$ cat config.mk
export PLATFORM = sky130hd
export DESIGN_NAME = multicycle_cu
export DESIGN_NICKNAME = d
export VERILOG_FILES = /design/src/rtl/rv_ctrl_pkg.sv /design/src/rtl/cu_decode.sv /design/src/rtl/multicycle_cu.sv
export SDC_FILE = /design/constraint.sdc
export NUM_CORES = 1
export LEC_CHECK = 0
export BUFFER_PORTS_ARGS = -buffer_cell sky130_fd_sc_hd__buf_2
export CORE_MARGIN = 5
export CORE_UTILIZATION = 43
export DETAILED_ROUTE_END_ITERATION = 8
export PLACE_DENSITY_LB_ADDON = 0.25
export SLEW_MARGIN = 20
export SYNTH_ARGS = -nofsm -noshare
export SYNTH_HDL_FRONTEND = slang
export SYNTH_SLANG_ARGS = --single-unit
export TNS_END_PERCENT = 100
$ cat constraint.sdc
create_clock -name clk_i -period 3.2 [get_ports clk_i]
set_input_delay 0.32 -clock clk_i [delete_from_list [all_inputs] [get_ports clk_i]]
set_output_delay 0.32 -clock clk_i [all_outputs]
set_load 0.01 [all_outputs]
$ cat src/rtl/rv_ctrl_pkg.sv
// Shared encodings for the multi-cycle RV32I control unit: ALU/branch codes,
// opcodes, instruction classes, FSM states and datapath mux selects.
package rv_ctrl_pkg;

    localparam logic [2:0] ALU_ADD = 3'd0;
    localparam logic [2:0] ALU_SUB = 3'd1;
    localparam logic [2:0] ALU_AND = 3'd2;
    localparam logic [2:0] ALU_OR  = 3'd3;
    localparam logic [2:0] ALU_XOR = 3'd4;
    localparam logic [2:0] ALU_SLL = 3'd5;
    localparam logic [2:0] ALU_SRL = 3'd6;
    localparam logic [2:0] ALU_SRA = 3'd7;

    localparam logic [2:0] BR_NONE = 3'd0;
    localparam logic [2:0] BR_BEQ  = 3'd1;
    localparam logic [2:0] BR_BNE  = 3'd2;
    localparam logic [2:0] BR_BLT  = 3'd3;
    localparam logic [2:0] BR_BGE  = 3'd4;

    localparam logic [6:0] OP_R      = 7'b0110011;
    localparam logic [6:0] OP_IMM    = 7'b0010011;
    localparam logic [6:0] OP_LOAD   = 7'b0000011;
    localparam logic [6:0] OP_STORE  = 7'b0100011;
    localparam logic [6:0] OP_BRANCH = 7'b1100011;
    localparam logic [6:0] OP_JAL    = 7'b1101111;
    localparam logic [6:0] OP_JALR   = 7'b1100111;
    localparam logic [6:0] OP_LUI    = 7'b0110111;

    localparam logic [2:0] CL_R      = 3'd0;
    localparam logic [2:0] CL_I      = 3'd1;
    localparam logic [2:0] CL_LOAD   = 3'd2;
    localparam logic [2:0] CL_STORE  = 3'd3;
    localparam logic [2:0] CL_BRANCH = 3'd4;
    localparam logic [2:0] CL_JAL    = 3'd5;
    localparam logic [2:0] CL_JALR   = 3'd6;
    localparam logic [2:0] CL_LUI    = 3'd7;

    typedef enum logic [2:0] {FETCH, DECODE, EXEC, MEM, WB, TRAP} state_t;

    localparam logic [1:0] A_RS1  = 2'd0;
    localparam logic [1:0] A_OPC  = 2'd1;
    localparam logic [1:0] A_ZERO = 2'd2;
    localparam logic [1:0] A_PC   = 2'd3;

    localparam logic [1:0] B_RS2  = 2'd0;
    localparam logic [1:0] B_IMM  = 2'd1;
    localparam logic [1:0] B_FOUR = 2'd2;

    localparam logic [2:0] IMM_I = 3'd0;
    localparam logic [2:0] IMM_S = 3'd1;
    localparam logic [2:0] IMM_B = 3'd2;
    localparam logic [2:0] IMM_U = 3'd3;
    localparam logic [2:0] IMM_J = 3'd4;

    localparam logic [1:0] WB_ALU = 2'd0;
    localparam logic [1:0] WB_MEM = 2'd1;
    localparam logic [1:0] WB_PC  = 2'd2;

    localparam logic PC_ALU    = 1'b0;
    localparam logic PC_ALUOUT = 1'b1;

    // alt selects sub (R-type only) or sra; the caller qualifies it.
    function automatic logic [2:0] arith_op(input logic [2:0] funct3, input logic alt);
        case (funct3)
            3'b000:  arith_op = alt ? ALU_SUB : ALU_ADD;
            3'b001:  arith_op = ALU_SLL;
            3'b100:  arith_op = ALU_XOR;
            3'b101:  arith_op = alt ? ALU_SRA : ALU_SRL;
            3'b110:  arith_op = ALU_OR;
            3'b111:  arith_op = ALU_AND;
            default: arith_op = ALU_ADD;
        endcase
    endfunction

endpackage

$ cat src/rtl/cu_decode.sv
// Combinational instruction field decoder: classifies ir and derives the
// ALU op, branch condition, immediate format and legality for the FSM.
module cu_decode
    import rv_ctrl_pkg::*;
(
    input  logic [31:0] ir_i,
    output logic [2:0]  class_o,
    output logic [2:0]  alu_op_o,
    output logic [2:0]  br_ctrl_o,
    output logic [2:0]  imm_sel_o,
    output logic        legal_o
);
    logic [6:0] opcode;
    logic [2:0] funct3;
    logic       alt;
    logic       unused_bits;

    assign opcode      = ir_i[6:0];
    assign funct3      = ir_i[14:12];
    assign alt         = ir_i[30];
    assign unused_bits = ^{ir_i[31], ir_i[29:15], ir_i[11:7]};

    always_comb begin
        class_o   = CL_R;
        alu_op_o  = ALU_ADD;
        br_ctrl_o = BR_NONE;
        imm_sel_o = IMM_I;
        legal_o   = 1'b0;
        case (opcode)
            OP_R: begin
                class_o  = CL_R;
                alu_op_o = arith_op(funct3, alt);
                legal_o  = (funct3 != 3'b010) && (funct3 != 3'b011);
            end
            OP_IMM: begin
                // funct7[5] on addi is just an immediate bit; only srai uses it.
                class_o  = CL_I;
                alu_op_o = arith_op(funct3, alt && (funct3 == 3'b101));
                legal_o  = (funct3 != 3'b010) && (funct3 != 3'b011);
            end
            OP_LOAD: begin
                class_o = CL_LOAD;
                legal_o = 1'b1;
            end
            OP_STORE: begin
                class_o   = CL_STORE;
                imm_sel_o = IMM_S;
                legal_o   = 1'b1;
            end
            OP_BRANCH: begin
                class_o   = CL_BRANCH;
                alu_op_o  = ALU_SUB;
                imm_sel_o = IMM_B;
                legal_o   = 1'b1;
                case (funct3)
                    3'b000:  br_ctrl_o = BR_BEQ;
                    3'b001:  br_ctrl_o = BR_BNE;
                    3'b100:  br_ctrl_o = BR_BLT;
                    3'b101:  br_ctrl_o = BR_BGE;
                    default: legal_o   = 1'b0;
                endcase
            end
            OP_JAL: begin
                class_o   = CL_JAL;
                imm_sel_o = IMM_J;
                legal_o   = 1'b1;
            end
            OP_JALR: begin
                class_o = CL_JALR;
                legal_o = (funct3 == 3'b000);
            end
            OP_LUI: begin
                class_o   = CL_LUI;
                imm_sel_o = IMM_U;
                legal_o   = 1'b1;
            end
            default: legal_o = 1'b0;
        endcase
    end

endmodule

$ cat src/rtl/multicycle_cu.sv
// Multi-cycle RV32I control FSM: sequences fetch/decode/exec/mem/wb over a
// shared memory port and drives every datapath enable and mux select.
module multicycle_cu
    import rv_ctrl_pkg::*;
#(
    parameter bit RESET_TRAP = 1'b0
) (
    input  logic        clk_i,
    input  logic        rst_i,
    input  logic [31:0] ir_i,
    input  logic        mem_ready_i,
    input  logic        br_true_i,
    input  logic        trap_clr_i,
    output logic [2:0]  alu_op_o,
    output logic [2:0]  br_ctrl_o,
    output logic [1:0]  alu_a_sel_o,
    output logic [1:0]  alu_b_sel_o,
    output logic [2:0]  imm_sel_o,
    output logic [1:0]  wb_sel_o,
    output logic        pc_sel_o,
    output logic        iord_o,
    output logic        mem_req_o,
    output logic        mem_we_o,
    output logic        pc_we_o,
    output logic        opc_we_o,
    output logic        ir_we_o,
    output logic        alu_out_we_o,
    output logic        rf_we_o,
    output logic        illegal_o
);
    state_t     state_q, state_d;
    logic [2:0] dec_class, dec_alu_op, dec_br_ctrl, dec_imm_sel;
    logic       dec_legal;

    cu_decode u_decode (
        .ir_i      (ir_i),
        .class_o   (dec_class),
        .alu_op_o  (dec_alu_op),
        .br_ctrl_o (dec_br_ctrl),
        .imm_sel_o (dec_imm_sel),
        .legal_o   (dec_legal)
    );

    always_ff @(posedge clk_i) begin
        if (rst_i) state_q <= FETCH;
        else       state_q <= state_d;
    end

    always_comb begin
        state_d      = state_q;
        alu_op_o     = ALU_ADD;
        br_ctrl_o    = BR_NONE;
        alu_a_sel_o  = A_RS1;
        alu_b_sel_o  = B_RS2;
        imm_sel_o    = IMM_I;
        wb_sel_o     = WB_ALU;
        pc_sel_o     = PC_ALU;
        iord_o       = 1'b0;
        mem_req_o    = 1'b0;
        mem_we_o     = 1'b0;
        pc_we_o      = 1'b0;
        opc_we_o     = 1'b0;
        ir_we_o      = 1'b0;
        alu_out_we_o = 1'b0;
        rf_we_o      = 1'b0;
        illegal_o    = 1'b0;
        // Everything stays at zero while reset is high, including mid-MEM.
        if (!rst_i) begin
            case (state_q)
                FETCH: begin
                    mem_req_o   = 1'b1;
                    alu_a_sel_o = A_PC;
                    alu_b_sel_o = B_FOUR;
                    if (mem_ready_i) begin
                        ir_we_o  = 1'b1;
                        opc_we_o = 1'b1;
                        pc_we_o  = 1'b1;
                        state_d  = DECODE;
                    end
                end
                DECODE: begin
                    // Speculative branch/jal target lands in alu_out.
                    alu_a_sel_o  = A_OPC;
                    alu_b_sel_o  = B_IMM;
                    alu_out_we_o = 1'b1;
                    if (dec_class == CL_BRANCH)   imm_sel_o = IMM_B;
                    else if (dec_class == CL_JAL) imm_sel_o = IMM_J;
                    state_d = dec_legal ? EXEC : TRAP;
                end
                EXEC: begin
                    imm_sel_o = dec_imm_sel;
                    alu_op_o  = dec_alu_op;
                    case (dec_class)
                        CL_R: begin
                            alu_out_we_o = 1'b1;
                            state_d      = WB;
                        end
                        CL_I, CL_LUI: begin
                            alu_a_sel_o  = (dec_class == CL_LUI) ? A_ZERO : A_RS1;
                            alu_b_sel_o  = B_IMM;
                            alu_out_we_o = 1'b1;
                            state_d      = WB;
                        end
                        CL_LOAD, CL_STORE: begin
                            alu_b_sel_o  = B_IMM;
                            alu_out_we_o = 1'b1;
                            state_d      = MEM;
                        end
                        CL_BRANCH: begin
                            br_ctrl_o = dec_br_ctrl;
                            pc_sel_o  = PC_ALUOUT;
                            pc_we_o   = br_true_i;
                            state_d   = FETCH;
                        end
                        CL_JAL: begin
                            pc_sel_o = PC_ALUOUT;
                            pc_we_o  = 1'b1;
                            rf_we_o  = 1'b1;
                            wb_sel_o = WB_PC;
                            state_d  = FETCH;
                        end
                        default: begin
                            alu_b_sel_o = B_IMM;
                            pc_we_o     = 1'b1;
                            rf_we_o     = 1'b1;
                            wb_sel_o    = WB_PC;
                            state_d     = FETCH;
                        end
                    endcase
                end
                MEM: begin
                    mem_req_o = 1'b1;
                    iord_o    = 1'b1;
                    mem_we_o  = (dec_class == CL_STORE);
                    if (mem_ready_i) begin
                        if (dec_class == CL_LOAD) begin
                            rf_we_o  = 1'b1;
                            wb_sel_o = WB_MEM;
                        end
                        state_d = FETCH;
                    end
                end
                WB: begin
                    rf_we_o = 1'b1;
                    state_d = FETCH;
                end
                TRAP: begin
                    illegal_o = 1'b1;
                    if (!RESET_TRAP && trap_clr_i) state_d = FETCH;
                end
                default: state_d = FETCH;
            endcase
        end
    end

endmodule

# [Word-level counts from Yosys, hierarchy flattened]
# Index checks and enable logic that the tools add are counted.
[totals] elab_cells=112 input_bits=37 out_inout_bits=25 ff_bits=3
[classes] n_eq_ne=29 n_mux=65 reduce_logical=17
[op_table] op="two-way mux 3 bit" count=13
[op_table] op="one-hot mux 3 bit (6 select lines)" count=2
[op_table] op="two-way mux 1 bit" count=29
[op_table] op="== test 3 bit (second input constant)" count=9
[op_table] op="one-hot mux 3 bit (4 select lines)" count=2
[op_table] op="== test 7 x 6 -> 1 bit (second input constant)" count=3
[op_table] op="== test 7 bit (second input constant)" count=3
[op_table] op="one-hot mux 3 bit (7 select lines)" count=1
[op_table] op="one-hot mux 3 bit (5 select lines)" count=1
[op_table] op="== test 3 x 2 -> 1 bit (second input constant)" count=4
[op_table] op="two-way mux 2 bit" count=6
[op_table] op="one-hot mux 2 bit (3 select lines)" count=2
[op_table] op="one-hot mux 3 bit (2 select lines)" count=2
[op_table] op="OR reduction 2 bit" count=5
[op_table] op="== test 3 x 1 -> 1 bit (second input constant)" count=3
[op_table] op="zero test 3 bit" count=3
[op_table] op="one-hot mux 3 bit (3 select lines)" count=1
[op_table] op="OR reduction 4 bit" count=2
[op_table] op="== test 7 x 2 -> 1 bit (second input constant)" count=1
[op_table] op="== test 7 x 5 -> 1 bit (second input constant)" count=1
[op_table] op="!= test 2 bit (second input constant)" count=3
[op_table] op="!= test 3 x 2 -> 1 bit (second input constant)" count=2
[op_table] op="one-hot mux 1 bit (2 select lines)" count=3
[op_table] op="OR reduction 3 bit" count=2
[op_table] op="other kinds (7)" count=8

# [Logic depth before layout (Yosys ltp)]
[depth] ltp_word=7 mapped_depth=7 depth_no_buf=5

# [Hierarchy]
# From an unflattened synthesis, not the netlist that was laid out.
[unflattened] cells_unflattened=132 hier_area_um2=844.6
[by_module_without_submodules] module="multicycle_cu" area_each_um2=525.5 seq_area_each_um2=60.1 instances=1 cells_per_inst=72
[by_module_without_submodules] module="cu_decode" area_each_um2=319.1 seq_area_each_um2=0.0 instances=1 cells_per_inst=60

# [Least setup slack after synthesis]
# No wires, ideal clock.
[synth_path] path_kind="input to output" from="input rst_i" to="output br_ctrl_o[1]" path_slack_ps=1406 path_buffers=2 t_arrival_ps=1474 path_stages=6 required_ps=2880 cell_sequence="buf_2 or2_1 buf_2 nand2b_4 or3_1 nor2_1"
[synth_via] elab_chain_cells=1
[synth_lines] item="start: declaration" line_no="multicycle_cu.sv:9" rtl="input logic rst_i,"
[synth_lines] item="two-way mux 3 bit" line_no="multicycle_cu.sv:68" rtl="if (!rst_i) begin"
[synth_lines] item="end: declaration" line_no="multicycle_cu.sv:15" rtl="output logic [2:0] br_ctrl_o,"
# No other way between the ends.

# [Worst setup path after layout]
[layout_path] from="register state_q[2]" to="output br_ctrl_o[1]"
[layout_via] elab_chain_cells=3
[layout_lines] item="start: declaration" line_no="multicycle_cu.sv:31" rtl="state_t state_q, state_d;"
[layout_lines] item="start signal: assignment" line_no="multicycle_cu.sv:46" rtl="else state_q <= state_d;"
[layout_lines] item="== test 3 x 2 -> 1 bit" line_no="multicycle_cu.sv:69" rtl="case (state_q)"
[layout_lines] item="two-way mux 3 bit" line_no="multicycle_cu.sv:69"
[layout_lines] item="two-way mux 3 bit" line_no="multicycle_cu.sv:68"
# No other way between the ends.

==> results.txt <==
worst reg-to-reg path cell count: 5
Slew Viols, Final: 0
Switch Pwr: 0.103 mW
Top reg by flops: state_q
DRT iter0 DRCs: 19
final routed DRC violation total: 0
non-filler cells in the finished layout: 187
num rows: 15
number of synthesis warnings: 0
final hold vios: 0
Top delay family on crit path: simple AND/OR/NAND/NOR gates
CP max-delay cell: dfxtp_1
Final period util: 67.6%
area occupied by multi-input gates: 659 µm²
Post-synth EDFFs: 0
vias per cell: 5.55
vias in the first global route: 856
CP Cell Sequence: or2_1 -> nand2b_4 -> or3_1 -> nor2_1 -> buf_2
Adder-Cell Fraction of Synth Area: 0%
worst hold path stage count: 2
Crit Path Class: reg -> out
R2R setup slack: 1830 ps
Layout area overhead: 22.7%
max_slew headroom: 72.3%
Cells after Synth: 130
mux contribution to synthesized area: 1.24%
CTS sink count: 3
Ant. Diodes: 0
worst hold path startpoint: rst_i
status: finished, final reports clean
Tot GR Track Use: 16.6%
root buf cell: clkbuf_4
Pre-antenna DRT Iters: 4
internal power: 0.140 mW
Largest register FFs: 3
DP Cell Count: 183
crit path max fanout: 13
share of cells above drive strength 1: 30.9%
core area: 1750 µm²
fmax: 462 MHz
Cell Area, Synth: 806 µm²
clock power share: 28.5%
Worst Setup End Kind: output pin
Reg clk slew, reported paths: 30 ps
latest clock arrival within the worst-skew pair: 240 ps
worst hold endpoint: state_q[2]$_SDFFE_PP0P_
Reg area: 60.1 µm²
I/O pin count: 62
Synth Area in Compound Gates: 28.1%
PortBufs: 40
top-area cell type share of the netlist area: 10.2%
worst min path class: in -> reg
Gate power share: 48.9%
#FFs+latches synth: 3
Routed Antenna Nets: 0
CP required: 2880 ps
largest net degree at the start of global routing: 15
first-pass GRT wire length: 3590 µm
simple-gate share of the synthesized area: 49.2%
mean routed wirelength per cell: 12.2 µm
predominant post-synthesis flop cell: dfxtp_1
Net Count, Synth: 167
Sw Share: 42.4%
# Max-Cap Violations: 0
RR Endpoint: state_q[2]$_SDFFE_PP0P_
die width: 53.3 µm
cts bufs inserted: 3
Synth cell types: 39
Setup Viol. Count Final: 0
Bufs and invs on worst path: 1
CTS hold repair buffers: 0
crit-path max cell delay: 420 ps
RSZ-0062 raised after global routing: false
cell taking the most area after synthesis: nor2_1
VDD IR max: 187 µV
critical path arrival: 1840 ps
Startpoint Class: flop
H-tree depth: 1
die height: 53.3 µm
synth cell count leaders: nor2_1 (22), a21oi_1 (14), nand2_1 (12)
Post-Layout Inst Area: 988 µm²
R2R Path Start: state_q[0]$_SDFFE_PP0P_
routability congestion estimate: 0.872
minimum clock period: 2160 ps
biggest regs: state_q (3)
synth top area cells: nor2_1 (10%), a21oi_1 (8.7%), dfxtp_1 (7.5%)
final wirelength: 2290 µm
fill count: 185
post_cts resized: 0
post-synthesis xor/xnor area fraction: 3.26%
main combinational cell family by area after synthesis: simple AND/OR/NAND/NOR gates
DP HPWL: 1800 µm
grt total ovfl: 0
Layout Skew: 9.14 ps
initial antenna violation count: 0
Initial Util: 46.2%
Setup TNS: 0 ps
async set or reset register ratio after synthesis: 0%
cell leakage power: 0.471 nW
pwr dens: 246 nW/µm²
via count: 1037
Final Core Density: 56.6%
die area: 2840 µm²
Bufs on Longest Clock Path: 2
CTS tree: done
synthesized area per cell: 6.20 µm²
Post-CTS Setup Bufs: 0
Flop pwr share: 22.6%
dpl cell area: 962 µm²
Worst-Margin Slew: 414 ps
post-synthesis sequential area ratio: 7.45%
top-count cell post-synth: nor2_1
final net count: 200
[layout by cell type, fill, tap and decap left out, types with 2 or more instances in the layout]
master     n
inv_1      3
nor3_1     4
o22ai_1    2
xnor2_1    2
a21o_1     2
dfxtp_1    3
a21oi_1   14
nor2_1    22
buf_2     40
nand2_1   12
nand4b_1   2
and4bb_2   2
and3_1     4
nand2b_1   6
nand3_1    4
or2_1      2
o22a_1     2
clkbuf_4   3
a211oi_1   2
or3_1      2
nor2b_1    3
o21ai_0    9
nor4_1     2
[power groups by stage]
stage | Clock (mW) | Sequential, mW | Combinational [mW]
after floorplan | 0 | 0.0450 | 0.0944
after global placement | 0 | 0.0551 | 0.117
after detailed placement | 0 | 0.0550 | 0.119
after CTS | 0.0713 | 0.0543 | 0.119
after global routing | 0.0731 | 0.0563 | 0.132
final | 0.0693 | 0.0549 | 0.119
[kinds of logic after synthesis]
group / after synthesis
AND/OR/NAND/NOR: 72
XOR/XNOR: 3
multiplexers: 1
AO/OA/AOI/OAI: 36
buffers and inverters: 15
flip-flops: 3
[worst max-delay path by stage]
| stage | depth (start not counted) | slack [ps] | from | end |
|---|---|---|---|---|
| 2_1_floorplan | 6 | 1410 | rst_i | br_ctrl_o[1] |
| 3_3_place_gp | 7 | 1250 | ir_i[4] | rf_we_o |
| 3_5_place_dp | 7 | 1220 | ir_i[2] | rf_we_o |
| 4_1_cts | 5 | 1030 | state_q[2]$_SDFFE_PP0P_ | br_ctrl_o[1] |
| 5_1_grt | 5 | 910 | state_q[2]$_SDFFE_PP0P_ | alu_op_o[2] |
| 6_report | 5 | 1040 | state_q[2]$_SDFFE_PP0P_ | br_ctrl_o[1] |
[area by class of cell]
| class | instances | share of cell area [%] |
|---|---|---|
| inverter | 3 | 1.14 |
| clock buffer | 4 | 2.66 |
| multi-input combinational | 112 | 66.7 |
| sequential | 3 | 6.08 |
| timing repair buffer | 40 | 20.3 |
| tap | 25 | 3.16 |
[per-stage QoR]
stage               hold WS (ps)  worst slack (ps)  power (mW)
global placement             616              1250       0.172
finish                       375              1040       0.243
floorplan                    509              1410       0.139
detailed placement           616              1220       0.174
CTS                          370              1030       0.245
global route                 395               914       0.262
[layer usage]
metal  GRT usage [%]  wire length (µm)  vias to the layer above
li1                -                 -                      523
met1            21.6               997                      468
met2            28.4              1090                       44
met3            1.41               187                        2
met4            5.11                12                        0
met5               0                 0                        -
Power figures use the tool's default switching activity.
